### config.mk
export PLATFORM = sky130hd
export DESIGN_NAME = window_sequencer
export DESIGN_NICKNAME = d
export VERILOG_FILES = /design/src/rtl/window_seq_pkg.sv /design/src/rtl/line_phase_rotator.sv /design/src/rtl/window_sequencer.sv
export SDC_FILE = /design/constraint.sdc
export NUM_CORES = 1
export LEC_CHECK = 0
export ABC_AREA = 1
export CAP_MARGIN = 0
export CORE_AREA = 2 2 72 74
export CTS_CLUSTER_DIAMETER = 150
export CTS_CLUSTER_SIZE = 16
export DETAILED_ROUTE_END_ITERATION = 10
export DIE_AREA = 0 0 74 76
export DONT_BUFFER_PORTS = 1
export GPL_ROUTABILITY_DRIVEN = 1
export GPL_TIMING_DRIVEN = 1
export PLACE_DENSITY = 0.78
export SLEW_MARGIN = 15
export SYNTH_ARGS = -nofsm -noshare
export SYNTH_HDL_FRONTEND = slang
export SYNTH_SLANG_ARGS = --single-unit
### constraint.sdc
create_clock -name clock -period 1.95 [get_ports clock]
set_input_delay 0.195 -clock clock [delete_from_list [all_inputs] [get_ports clock]]
set_output_delay 0.195 -clock clock [all_outputs]
set_load 0.1 [all_outputs]
### src/rtl/window_seq_pkg.sv
// Shared types and constants for the window sequencer: FSM states,
// row-select reset phase and position-counter width.
package window_seq_pkg;

   localparam int unsigned CNT_W = 9;

   typedef logic [CNT_W-1:0] cnt_t;

   typedef enum logic [1:0] {
      ST_IDLE,
      ST_RUN,
      ST_FLUSH,
      ST_DONE
   } seq_state_e;

   localparam logic [4:0] ASEL_RESET = 5'b00100;
   localparam logic [2:0] HSEL_RESET = 3'd2;
   localparam logic [4:0] ASEL_FIRST = 5'b00001;

   function automatic logic is_onehot5(input logic [4:0] v);
      return (v != '0) && ((v & (v - 5'd1)) == '0);
   endfunction

endpackage

### src/rtl/line_phase_rotator.sv
// Row-buffer write select (one-hot) and vertical tap phase, both stepped
// once per completed line and preserved across frames.
module line_phase_rotator
   import window_seq_pkg::*;
(
   input  logic       clock,
   input  logic       reset_n,
   input  logic       advance,
   output logic [4:0] asel,
   output logic [2:0] hsel
);

   logic [4:0] asel_q, asel_d;
   logic [2:0] hsel_q, hsel_d;

   always_comb begin
      asel_d = asel_q;
      hsel_d = hsel_q;
      if (advance) begin
         // a corrupted select falls back to the first row rather than staying stuck
         if (is_onehot5(asel_q)) begin
            asel_d = {asel_q[3:0], asel_q[4]};
         end else begin
            asel_d = ASEL_FIRST;
         end
         hsel_d = (hsel_q >= 3'd4) ? '0 : hsel_q + 3'd1;
      end
   end

   always_ff @(posedge clock or negedge reset_n) begin
      if (!reset_n) begin
         asel_q <= ASEL_RESET;
         hsel_q <= HSEL_RESET;
      end else begin
         asel_q <= asel_d;
         hsel_q <= hsel_d;
      end
   end

   assign asel = asel_q;
   assign hsel = hsel_q;

endmodule

### src/rtl/window_sequencer.sv
// Frame sequencer for a 5x5 window: forwards one frame of pixels, appends
// blanking lines to drain the window, and tracks line position and phase.
module window_sequencer
   import window_seq_pkg::*;
#(
   parameter int unsigned WIDTH       = 420,
   parameter int unsigned HEIGHT      = 300,
   parameter int unsigned FLUSH_LINES = 2
) (
   input  logic       clock,
   input  logic       reset_n,
   input  logic       start,
   input  logic       src_valid,
   input  logic [7:0] src_data,
   output logic       src_ready,
   output logic [7:0] win_din,
   output logic       win_valid,
   output logic       win_blank,
   output logic [4:0] asel,
   output logic [2:0] hsel,
   output logic [8:0] x_count,
   output logic [8:0] y_count,
   output logic       border,
   output logic       frame_done,
   output logic       busy
);

   localparam cnt_t X_LAST       = cnt_t'(WIDTH - 1);
   localparam cnt_t Y_LAST       = cnt_t'(HEIGHT - 1);
   localparam cnt_t Y_FLUSH_LAST = cnt_t'(HEIGHT + FLUSH_LINES - 1);
   localparam cnt_t EDGE_LO      = cnt_t'(2);
   localparam cnt_t X_EDGE_HI    = cnt_t'(WIDTH - 3);
   localparam cnt_t Y_EDGE_HI    = cnt_t'(HEIGHT - 3);

   seq_state_e state_q, state_d;
   cnt_t       px_q, px_d;
   cnt_t       py_q, py_d;
   cnt_t       x_count_q, x_count_d;
   cnt_t       y_count_q, y_count_d;
   logic [7:0] win_din_q, win_din_d;
   logic       win_valid_q, win_valid_d;
   logic       win_blank_q, win_blank_d;
   logic       border_q, border_d;
   logic       emit;
   logic       advance;
   logic       line_end;

   // px/py point at the next pixel to emit; x_count/y_count hold the one on win_*
   always_comb begin
      state_d     = state_q;
      px_d        = px_q;
      py_d        = py_q;
      x_count_d   = x_count_q;
      y_count_d   = y_count_q;
      win_din_d   = win_din_q;
      win_valid_d = 1'b0;
      win_blank_d = 1'b0;
      border_d    = 1'b0;
      emit        = 1'b0;
      advance     = 1'b0;
      line_end    = (px_q == X_LAST);

      case (state_q)
         ST_IDLE: begin
            if (start) begin
               state_d = ST_RUN;
            end
         end
         ST_RUN: begin
            if (src_valid) begin
               emit      = 1'b1;
               win_din_d = src_data;
               if (line_end && (py_q == Y_LAST)) begin
                  state_d = ST_FLUSH;
               end
            end
         end
         ST_FLUSH: begin
            emit        = 1'b1;
            win_din_d   = '0;
            win_blank_d = 1'b1;
            if (line_end && (py_q == Y_FLUSH_LAST)) begin
               state_d = ST_DONE;
            end
         end
         ST_DONE: begin
            state_d   = ST_IDLE;
            px_d      = '0;
            py_d      = '0;
            x_count_d = '0;
            y_count_d = '0;
         end
         default: begin
            state_d = ST_IDLE;
         end
      endcase

      if (emit) begin
         win_valid_d = 1'b1;
         x_count_d   = px_q;
         y_count_d   = py_q;
         border_d    = win_blank_d || (px_q < EDGE_LO) || (px_q > X_EDGE_HI) ||
                       (py_q < EDGE_LO) || (py_q > Y_EDGE_HI);
         if (line_end) begin
            px_d    = '0;
            py_d    = py_q + cnt_t'(1);
            advance = 1'b1;
         end else begin
            px_d = px_q + cnt_t'(1);
         end
      end
   end

   always_ff @(posedge clock or negedge reset_n) begin
      if (!reset_n) begin
         state_q     <= ST_IDLE;
         px_q        <= '0;
         py_q        <= '0;
         x_count_q   <= '0;
         y_count_q   <= '0;
         win_din_q   <= '0;
         win_valid_q <= 1'b0;
         win_blank_q <= 1'b0;
         border_q    <= 1'b0;
      end else begin
         state_q     <= state_d;
         px_q        <= px_d;
         py_q        <= py_d;
         x_count_q   <= x_count_d;
         y_count_q   <= y_count_d;
         win_din_q   <= win_din_d;
         win_valid_q <= win_valid_d;
         win_blank_q <= win_blank_d;
         border_q    <= border_d;
      end
   end

   line_phase_rotator u_rotator (
      .clock   (clock),
      .reset_n (reset_n),
      .advance (advance),
      .asel    (asel),
      .hsel    (hsel)
   );

   assign src_ready  = (state_q == ST_RUN);
   assign busy       = (state_q == ST_RUN) || (state_q == ST_FLUSH);
   assign frame_done = (state_q == ST_DONE);
   assign win_din    = win_din_q;
   assign win_valid  = win_valid_q;
   assign win_blank  = win_blank_q;
   assign border     = border_q;
   assign x_count    = x_count_q;
   assign y_count    = y_count_q;

endmodule

==> out/metrics.yaml, run 1 <==
status: "finished clean"
crit_type: "flop to flop"
reg2regPathDepth: 9
min_path_type: "input port to flop"
track_usage_pct: 26.72
r2r_end: "py_q[2]"
cts_buffers: 9
synthSimpleGateAreaFrac_pct: 26.74
drtPass1Iterations: 5
ys_async_sr_fraction_pct: 100.0
cts_buffer_depth: 2
synth_ff_type: "dfrtp_1"
stdcell_area_um2: 3720
drc: 0
clock-sinks: 57
crit_buf_inv: 3
syn-num-nets: 399
worst_pin_slew_ps: 440.7
setup_violations: 0
die_h_um: 76
final_cells: 503
synth_edf_count: 0
finalMaxSlewViolations: 0
cp_top_family: "compound AO/OA/AOI/OAI gates"
fillers: 376
worstReg2RegStart: "state_q[1]"
cts_tree: "done"
multi_input_area_um2: 1308
dpl_cell_area_um2: 3351
drive_above_1_share_pct: 19.86
dp_cells: 478
max_cap_violations: 0
yosysTopAreaCellShare_pct: 46.10
ys_seq_area_share_pct: 47.86
drt-wirelength-per-cell_um: 14.07
diodes: 0
placementRows: 26
fin_crit_ps: 1823
synth_mux_area_share_pct: 0
slowest_delay_ps: 420
routed_wl_um: 7076
finalHoldViolations: 0
area_delta_synth_final_pct: 24.60
avgSynthCellArea_um2: 7.919
leakage_uw: 0.001858
drt-initial-drc-count: 261
ys_seq_elements: 57
synth_compound_area_share_pct: 10.31
ioPinCount: 52
clock_skew_ps: 11.65
p_sw_share_pct: 50.72
core-area_um2: 4912
start_kind: "flop"
vias_per_cell: 5.314
grt_max_degree: 58
critPathMaxFanout: 16
cts_root_buf: "clkbuf_8"
synth_top_family_by_area: "simple AND/OR/NAND/NOR gates"
grt_pass1_wl_um: 11590
grt_setup_unrepaired: "false"
synth_largest_area_cell: "dfrtp_1"
synth_area_leaders: "dfrtp_1, nand2_1, inv_1"
p_switching_uw: 3249
vias: 2673
reg2reg_slack_ps: 130
cp-end-kind: "flop"
comb_power_share_pct: 52.1
start_util_pct: 60.77
seq_power_share_pct: 26.7
h-tree-depth: 3
critical_path_required_ps: 2210
p_clk_share_pct: 21.2
overflow: 0
clkTransAtPathRegs_ps: 70
crit_end: "py_q[2]"
ys.warnings.count: 0
cp_num_cells: 9
cp.arrival_ps: 2080
max_clock_freq_ghz: 0.5486
drtAntennaViolNets: 0
die_area_um2: 5624
netlist_instances: 377
crit_start: "state_q[1]"
synth_area_um2: 2985
tns_ps: 0
hpwl_um: 4773
synth.distinct_cells: 29
synthXorXnorAreaFrac_pct: 1.467
io_buffers: 0
hp-start: "src_data[5]"
synthAdderAreaFrac_pct: 4.191
p_int_uw: 3157
final-seq-area_um2: 1430
antenna_found_initial: 0
crit_path_top_delay_cell: "dfrtp_1"
post-route-period-util_pct: 93.47
yosysMostFrequentCell: "nand2_1"
nets: 450
gp_congestion: 0.8853
grt_pass1_vias: 2543
synthTopCellsByCount: "nand2_1, dfrtp_1, inv_1"
ir_drop_mv: 1.276
timing.slew.headroom_pct: 70.42
powerDensity_nw_per_um2: 1722
cp_cell_sequence: "inv_1 -> ha_4 -> nand2_1 -> a21boi_4 -> buf_12 -> nand2_4 -> inv_6 -> o21ai_0 -> a21oi_1"
clock_latency_ps: 340
fp.dieW_um: 74
-- how the worst min path moves through the flow --
stage | end | depth (start not counted)
floorplan | border | 0
global placement | x_count[3] | 0
detailed placement | x_count[2] | 0
CTS | win_din[5] | 2
global route | win_din[5] | 2
finish | win_din[5] | 2
-- metrics by stage --
stage | total power [uW] | worst slack [ps] | utilization, % | hold slack (ps)
after global placement | 4764 | 88.24 | 68.21 | -99.04
after global routing | 6720 | 23.10 | 75.73 | 6.013
after floorplan | 4242 | 144.7 | - | -100.6
after CTS | 6249 | 4.280 | 74.63 | 0.3663
final | 6405 | 127.3 | 75.73 | 9.883
after detailed placement | 4841 | 16.39 | 68.21 | -98.59
-- logic make-up (layout without fill, tap and decap cells) --
group | Yosys count | after routing
adder cells (fa/ha/maj) | 10 | 10
AO/OA/AOI/OAI | 56 | 56
flip-flops | 57 | 57
AND/OR/NAND/NOR | 183 | 183
buffers and inverters | 66 | 122
XOR/XNOR | 5 | 5
-- state kept, by name, summed over array words and instances, names as in the netlist --
name,count
border,1
win_valid,1
u_rotator.asel,5
win_din,8
state_q,2
u_rotator.hsel,3
x_count,9
px_q,9
y_count,9
py_q,9
win_blank,1
-- repair_timing --
item,in CTS,in global routing
gates cloned,0,1
buffers inserted,0,3
gates resized for setup,1,6
pin swaps,0,1
setup endpoints to repair,1,44
endpoints found under the hold margin,60,0
hold buffers,5,0
-- placed cells by master (no fill, tap or decap), drive strengths merged, types with 9 or more instances in the layout --
cell | netlist | layout
nand2 | 100 | 100
dfrtp | 55 | 55
inv | 53 | 51
buf | 11 | 48
o21ai | 38 | 38
nor2 | 37 | 37
nand3 | 31 | 31
clkbuf | 2 | 10
ha | 10 | 10
nand4 | 9 | 9
-- routing by layer --
layer  part of all wire [%]  GRT usage, %  vias to the layer above
met5                      0             0                        -
met3                    5.5         7.143                       21
met1                     41         34.89                     1249
met4                    2.6         11.82                        0
li1                       -             -                     1302
met2                     51         41.34                      101
-- layout make-up --
cell class                 count  area share (%)
timing repair inverter         1          0.2018
inverter                      53           5.684
sequential                    57           38.45
clock inverter                 6           2.825
tap                           70           2.355
timing repair buffer          52           11.64
clock buffer                  10           3.700
multi-input combinational    254           35.15
-- power groups by stage --
stage          clock, uW  sequential [uW]  combinational, uW
5_1_grt             1430             1740               3550
6_report            1360             1710               3340
4_1_cts             1380             1700               3160
3_5_place_dp           0             1730               3120
3_3_place_gp           0             1710               3050
2_1_floorplan          0             2770               1480
No activity file was read; power rests on OpenSTA's default activity.
==> run 2: changes to the inputs <==
--- a/config.mk
+++ b/config.mk
@@ -7,11 +7,11 @@
 export LEC_CHECK = 0
 export ABC_AREA = 1
 export CAP_MARGIN = 0
-export CORE_AREA = 2 2 72 74
+export CORE_AREA = 5 5 75 77
 export CTS_CLUSTER_DIAMETER = 150
 export CTS_CLUSTER_SIZE = 16
 export DETAILED_ROUTE_END_ITERATION = 10
-export DIE_AREA = 0 0 74 76
+export DIE_AREA = 0 0 80 82
 export DONT_BUFFER_PORTS = 1
 export GPL_ROUTABILITY_DRIVEN = 1
 export GPL_TIMING_DRIVEN = 1
@@ -19,4 +19,5 @@
 export SLEW_MARGIN = 15
 export SYNTH_ARGS = -nofsm -noshare
 export SYNTH_HDL_FRONTEND = slang
+export SYNTH_HIERARCHICAL = 1
 export SYNTH_SLANG_ARGS = --single-unit
==> constraint.sdc (replaced) <==
create_clock -name clock -period 1.95 [get_ports clock]
set_input_delay 0.4875 -clock clock [delete_from_list [all_inputs] [get_ports clock]]
set_output_delay 0.4875 -clock clock [all_outputs]
set_load 0.1 [all_outputs]
==> run 2 against run 1 <==
  * Critical path depth is 6 lower
  * Global-route usage is 5.0 points lower
  * Sequential cell count stayed put
  * Highest routed layer unchanged
==> out/metrics.yaml, run 2 <==
final_common_cell: "nand2_1"
drt-wirelength-per-cell_um: 13.43
dp_cells: 481
start_kind: "flop"
core-area_um2: 4945
tns_ps: 0
worstReg2RegStart: "state_q[0]"
antenna_found_initial: 0
cp.arrival_ps: 1360
r2r_end: "px_q[8]"
hpwl_um: 4713
drive_above_1_share_pct: 20.98
finalPower_uw: 5883
fp.dieW_um: 80
crit_buf_inv: 2
grt_max_degree: 58
critPathMaxFanout: 4
status: "finished clean"
avgSynthCellArea_um2: 7.924
clock_skew_ps: 9.159
ys_seq_area_share_pct: 47.70
grt.busiest_layer: "met2"
cp_cell_sequence: "inv_1 -> ha_4 -> buf_6"
synthSimpleGateAreaFrac_pct: 27.53
synth_top_family_by_area: "simple AND/OR/NAND/NOR gates"
grt_pass1_vias: 2341
overflow: 0
start_util_pct: 60.58
crit_path_top_delay_cell: "dfrtp_1"
crit_type: "flop to output port"
dp_slack_ps: 66.92
critical_path_required_ps: 1460
ys.warnings.count: 6
min_path_type: "input port to async pin"
synth.distinct_cells: 30
timing.slew.headroom_pct: 60.52
slowest_delay_ps: 400
fin_crit_ps: 1847
fillers: 391
grt_setup_unrepaired: "false"
cp_top_family: "flip-flops"
synthAdderAreaFrac_pct: 4.177
p_sw_share_pct: 52.78
grt_pass1_wl_um: 10950
max_clock_freq_ghz: 0.5414
placementRows: 26
cts_root_buf: "clkbuf_8"
die_h_um: 82
post-route-period-util_pct: 94.72
mostFrequentLayoutCells: "nand2_1, dfrtp_1, inv_1"
finalHoldViolations: 0
clock_latency_ps: 340
grt.met2_usage_pct: 34.19
fin_ws_ps: 102.9
routed_wl_um: 6702
worst_pin_slew_ps: 592.2
multi_input_area_um2: 1297
synth_compound_area_share_pct: 9.440
powerDensity_nw_per_um2: 1624
synth_largest_area_cell: "dfrtp_1"
synthXorXnorAreaFrac_pct: 1.170
io_buffers: 0
final_cells: 499
synth_area_um2: 2995
synth_ff_type: "dfrtp_1"
clock-sinks: 57
synthTopCellsByCount: "nand2_1, dfrtp_1, inv_1"
cts_buffer_depth: 2
crit_start: "state_q[1]"
p_clk_share_pct: 17.8
leakage_uw: 0.001792
max_cap_violations: 0
setup_violations: 0
die_area_um2: 6560
comb_power_share_pct: 54.5
synth_edf_count: 0
ys_async_sr_fraction_pct: 100.0
ioPinCount: 52
gp_congestion: 0.8366
cp_num_cells: 3
ir_drop_mv: 1.258
drt-initial-drc-count: 236
yosysMostFrequentCell: "nand2_1"
drtAntennaViolNets: 0
area_delta_synth_final_pct: 20.97
drtPass1Iterations: 5
track_usage_pct: 21.69
finalMaxSlewViolations: 0
final-seq-area_um2: 1430
reg2regPathDepth: 9
h-tree-depth: 3
netlist_instances: 378
yosysTopAreaCellShare_pct: 45.95
syn-num-nets: 400
cp-end-kind: "output port"
synth_area_leaders: "dfrtp_1, nand2_1, inv_1"
seq_power_share_pct: 27.7
cts_tree: "done"
hold_ws_ps: 11.99
grt.met1_usage_pct: 28.74
synth_mux_area_share_pct: 0
reg2reg_slack_ps: 130
nets: 447
crit_end: "busy"
p_switching_uw: 3105
met3_usage_pct: 4.825
cts_buffers: 9
diodes: 0
vias_per_cell: 5.248
vias: 2619
p_int_uw: 2778
ys_seq_elements: 57
drc: 0
clkTransAtPathRegs_ps: 70
run 2: cell count changes after synthesis, moves of 2 or more:
cell,delta
o21ai_1,+2
o22ai_1,-2
nor2_2,+4
nor2_1,-6
inv_2,+2
nand2_1,+5
nand2_4,+2
run 2: power by group through the flow:
| stage | Combinational (uW) | Sequential, uW | Clock, uW |
|---|---|---|---|
| 2_1_floorplan | 1450 | 2700 | 0 |
| 3_3_place_gp | 3090 | 1630 | 0 |
| 3_5_place_dp | 3140 | 1640 | 0 |
| 4_1_cts | 3210 | 1630 | 1060 |
| 5_1_grt | 3400 | 1660 | 1120 |
| 6_report | 3210 | 1630 | 1050 |
run 2: routing by layer:
metal / part of all wire (%) / vias to the layer above
met4: 2.7 / 0
met1: 44 / 1209
li1: - / 1301
met5: 0 / -
met2: 47 / 90
met3: 6.1 / 19
run 2: metrics by stage:
stage / area, um2 / utilization [%]
6_report: 3623 / 73.28
5_1_grt: 3623 / 73.28
4_1_cts: 3601 / 72.82
3_5_place_dp: 3386 / 68.47
3_3_place_gp: 3386 / 68.47
2_1_floorplan: 3023 / -
run 2: final cells by class:
| class | instances | area share, % |
|---|---|---|
| clock buffer | 9 | 3.419 |
| clock inverter | 6 | 1.657 |
| inverter | 54 | 6.146 |
| multi-input combinational | 254 | 35.81 |
| sequential | 57 | 39.47 |
| tap | 70 | 2.417 |
| timing repair buffer | 48 | 10.95 |
| timing repair inverter | 1 | 0.1381 |
run 2: kinds of logic after synthesis:
family                   after synthesis
AND/OR/NAND/NOR                      186
buffers and inverters                 67
flip-flops                            57
AO/OA/AOI/OAI                         54
adder cells (fa/ha/maj)               10
XOR/XNOR                               4
run 2: repair_timing:
action,in CTS,in global routing
gates cloned,0,1
setup endpoints to repair,1,8
setup buffers,0,1
pin swaps,0,0
hold buffers,1,0
endpoints found under the hold margin,57,0
resized for setup,1,4
run 2: how the worst min path moves through the flow:
| stage | end | slack, ps | cells past startpoint |
|---|---|---|---|
| detailed placement | px_q[3] | 190 | 0 |
| global route | px_q[2] | 30 | 1 |
| CTS | x_count[1] | 10 | 1 |
| finish | px_q[0] | 10 | 1 |
| global placement | x_count[3] | 190 | 0 |
| floorplan | border | 190 | 0 |
==> patch, RTL diff (settings of run 2) <==
Re-encode `seq_state_e` (4 states) as Gray code, 2 bits wide.
--- a/src/rtl/window_seq_pkg.sv
+++ b/src/rtl/window_seq_pkg.sv
@@ -7,10 +7,10 @@
    typedef logic [CNT_W-1:0] cnt_t;
 
    typedef enum logic [1:0] {
-      ST_IDLE,
-      ST_RUN,
-      ST_FLUSH,
-      ST_DONE
+      ST_IDLE  = 2'b00,
+      ST_RUN   = 2'b01,
+      ST_FLUSH = 2'b11,
+      ST_DONE  = 2'b10
    } seq_state_e;
 
    localparam logic [4:0] ASEL_RESET = 5'b00100;
Formal check against the unedited RTL: no difference found for any inputs over 10 cycles, from zero or initial values and one cycle with reset_n low; not proved beyond that.
==> patch against run 2 <==
Cell count down 10%. Design area shrank 8.1%. Routed wire length down 6.2%. Combinational power decreased by 46%. Register-to-register slack improved by 0.14 ns. Area after synthesis fell by 5.6%. Synthesized cell count fell by 9.8%. Worst setup slack worse by 0.0021 ns. Sequential cell count stayed put. Die area unchanged. Clock power grew 4%. Power down 17%.
==> patch: results (changes against run 2) <==
status=completed (unchanged); Initial DRC Count=280 (was 236); WL final=6.29 mm (was 6.70 mm); CP max FO=9 (was 4); Peak VDD IR=1290 µV (was 1260 µV); Filler cells=418 (was 391); syn nets=359 (was 400); register area share after synthesis=0.505 (was 0.477); R2R setup slack=0.27 ns (was 0.13 ns); R2R Path End=py_q[2] (was px_q[8]); Placer Congestion=0.879 (was 0.837); Pleak=1.63 nW (was 1.79 nW); Via density=5.39 (was 5.25); Post-Place Cells=432 (was 481); top post-synthesis cells by count=nand2_1, dfrtp_1, inv_1 (unchanged); Worst Max-Slew Pin Slew=0.925 ns (was 0.592 ns); vias in the first global route=2,350 (was 2,341); clk_skew=0.00440 ns (was 0.00916 ns); origin of the worst setup path=state_q[0] (was state_q[1]); GR Util met3=0.0625 (was 0.0482); Total GRT Usage=0.213 (was 0.217); Distinct cells, synth=28 (was 30); drt pass-1 iters=4 (was 5); Final Instance Count excl. Fillers=448 (was 499); Post-Synthesis Cells=341 (was 378); proportion of layout cells with a drive suffix above 1=0.161 (was 0.210); Worst Setup EP=src_ready (was busy); GR Util met2=0.349 (was 0.342); first-pass GRT wire length=10.7 mm (was 11.0 mm); Reg2Reg Launch Point=px_q[4] (was state_q[0]); Area contributors post-synth=dfrtp_1, nand2_1, inv_1, o21ai_0, nor2_1 (was dfrtp_1, nand2_1, inv_1, nand3_1, o21ai_0); nets=392 (was 447)
patch: power breakdown:
| group | switching [mW] | internal (mW) |
|---|---|---|
| logic | 1.35 | 0.387 |
| registers | 0.677 | 1.36 |
| clock network | 0.438 | 0.648 |
| total | 2.47 | 2.40 |
patch: timing repair:
action	in CTS	in global routing
gates resized for setup	0	0
hold endpoints to repair	57	0
hold buffers	1	0
patch: area by class of cell:
class	count	area, µm²	share of cell area
Clock buffer	12	155	0.0466
Clock inverter	3	40.0	0.0120
Inverter	38	156	0.0470
Multi-Input combinational cell	236	1190	0.357
Sequential cell	57	1430	0.429
Tap cell	70	87.6	0.0263
Timing Repair Buffer	32	273	0.0820
patch: logic make-up after synthesis:
family          after synthesis  synth area share
flops                        57             0.505
compound gates               57             0.123
buf+inv                      48            0.0757
fa+ha+maj                     6            0.0265
xor+xnor                      5            0.0155
simple gates                168             0.254
patch: per-stage QoR:
stage | power, mW | util | setup WS [ns]
CTS | 4.89 | 0.673 | 0.101
floorplan | 3.39 | - | 0.00611
global placement | 3.73 | 0.628 | 0.317
finish | 4.87 | 0.673 | 0.101
global route | 5.09 | 0.673 | 0.0400
detailed placement | 3.77 | 0.628 | 0.307
patch: per-layer routing:
| metal | routed length (µm) | up-vias |
|---|---|---|
| li1 | - | 1184 |
| met1 | 2640 | 1130 |
| met2 | 2930 | 91 |
| met3 | 595 | 11 |
| met4 | 117 | 0 |
| met5 | 0 | - |
patch: worst max-delay path, stage by stage, from the launching register on:
cell and delay [ns]:
dfrtp_1 0.45, inv_1 0.10, nor2_2 0.12, buf_4 0.36
patch: worst min-delay path by stage:
stage                     slack [ns]  startpoint         end  cells past startpoint
final                           0.01     reset_n     px_q[2]                      1
after CTS                       0.02     reset_n     px_q[2]                      1
after floorplan                 0.19     reset_n      border                      0
after detailed placement        0.19     reset_n  x_count[2]                      0
after global placement          0.19     reset_n  x_count[1]                      0
after global routing            0.02     reset_n     px_q[3]                      1
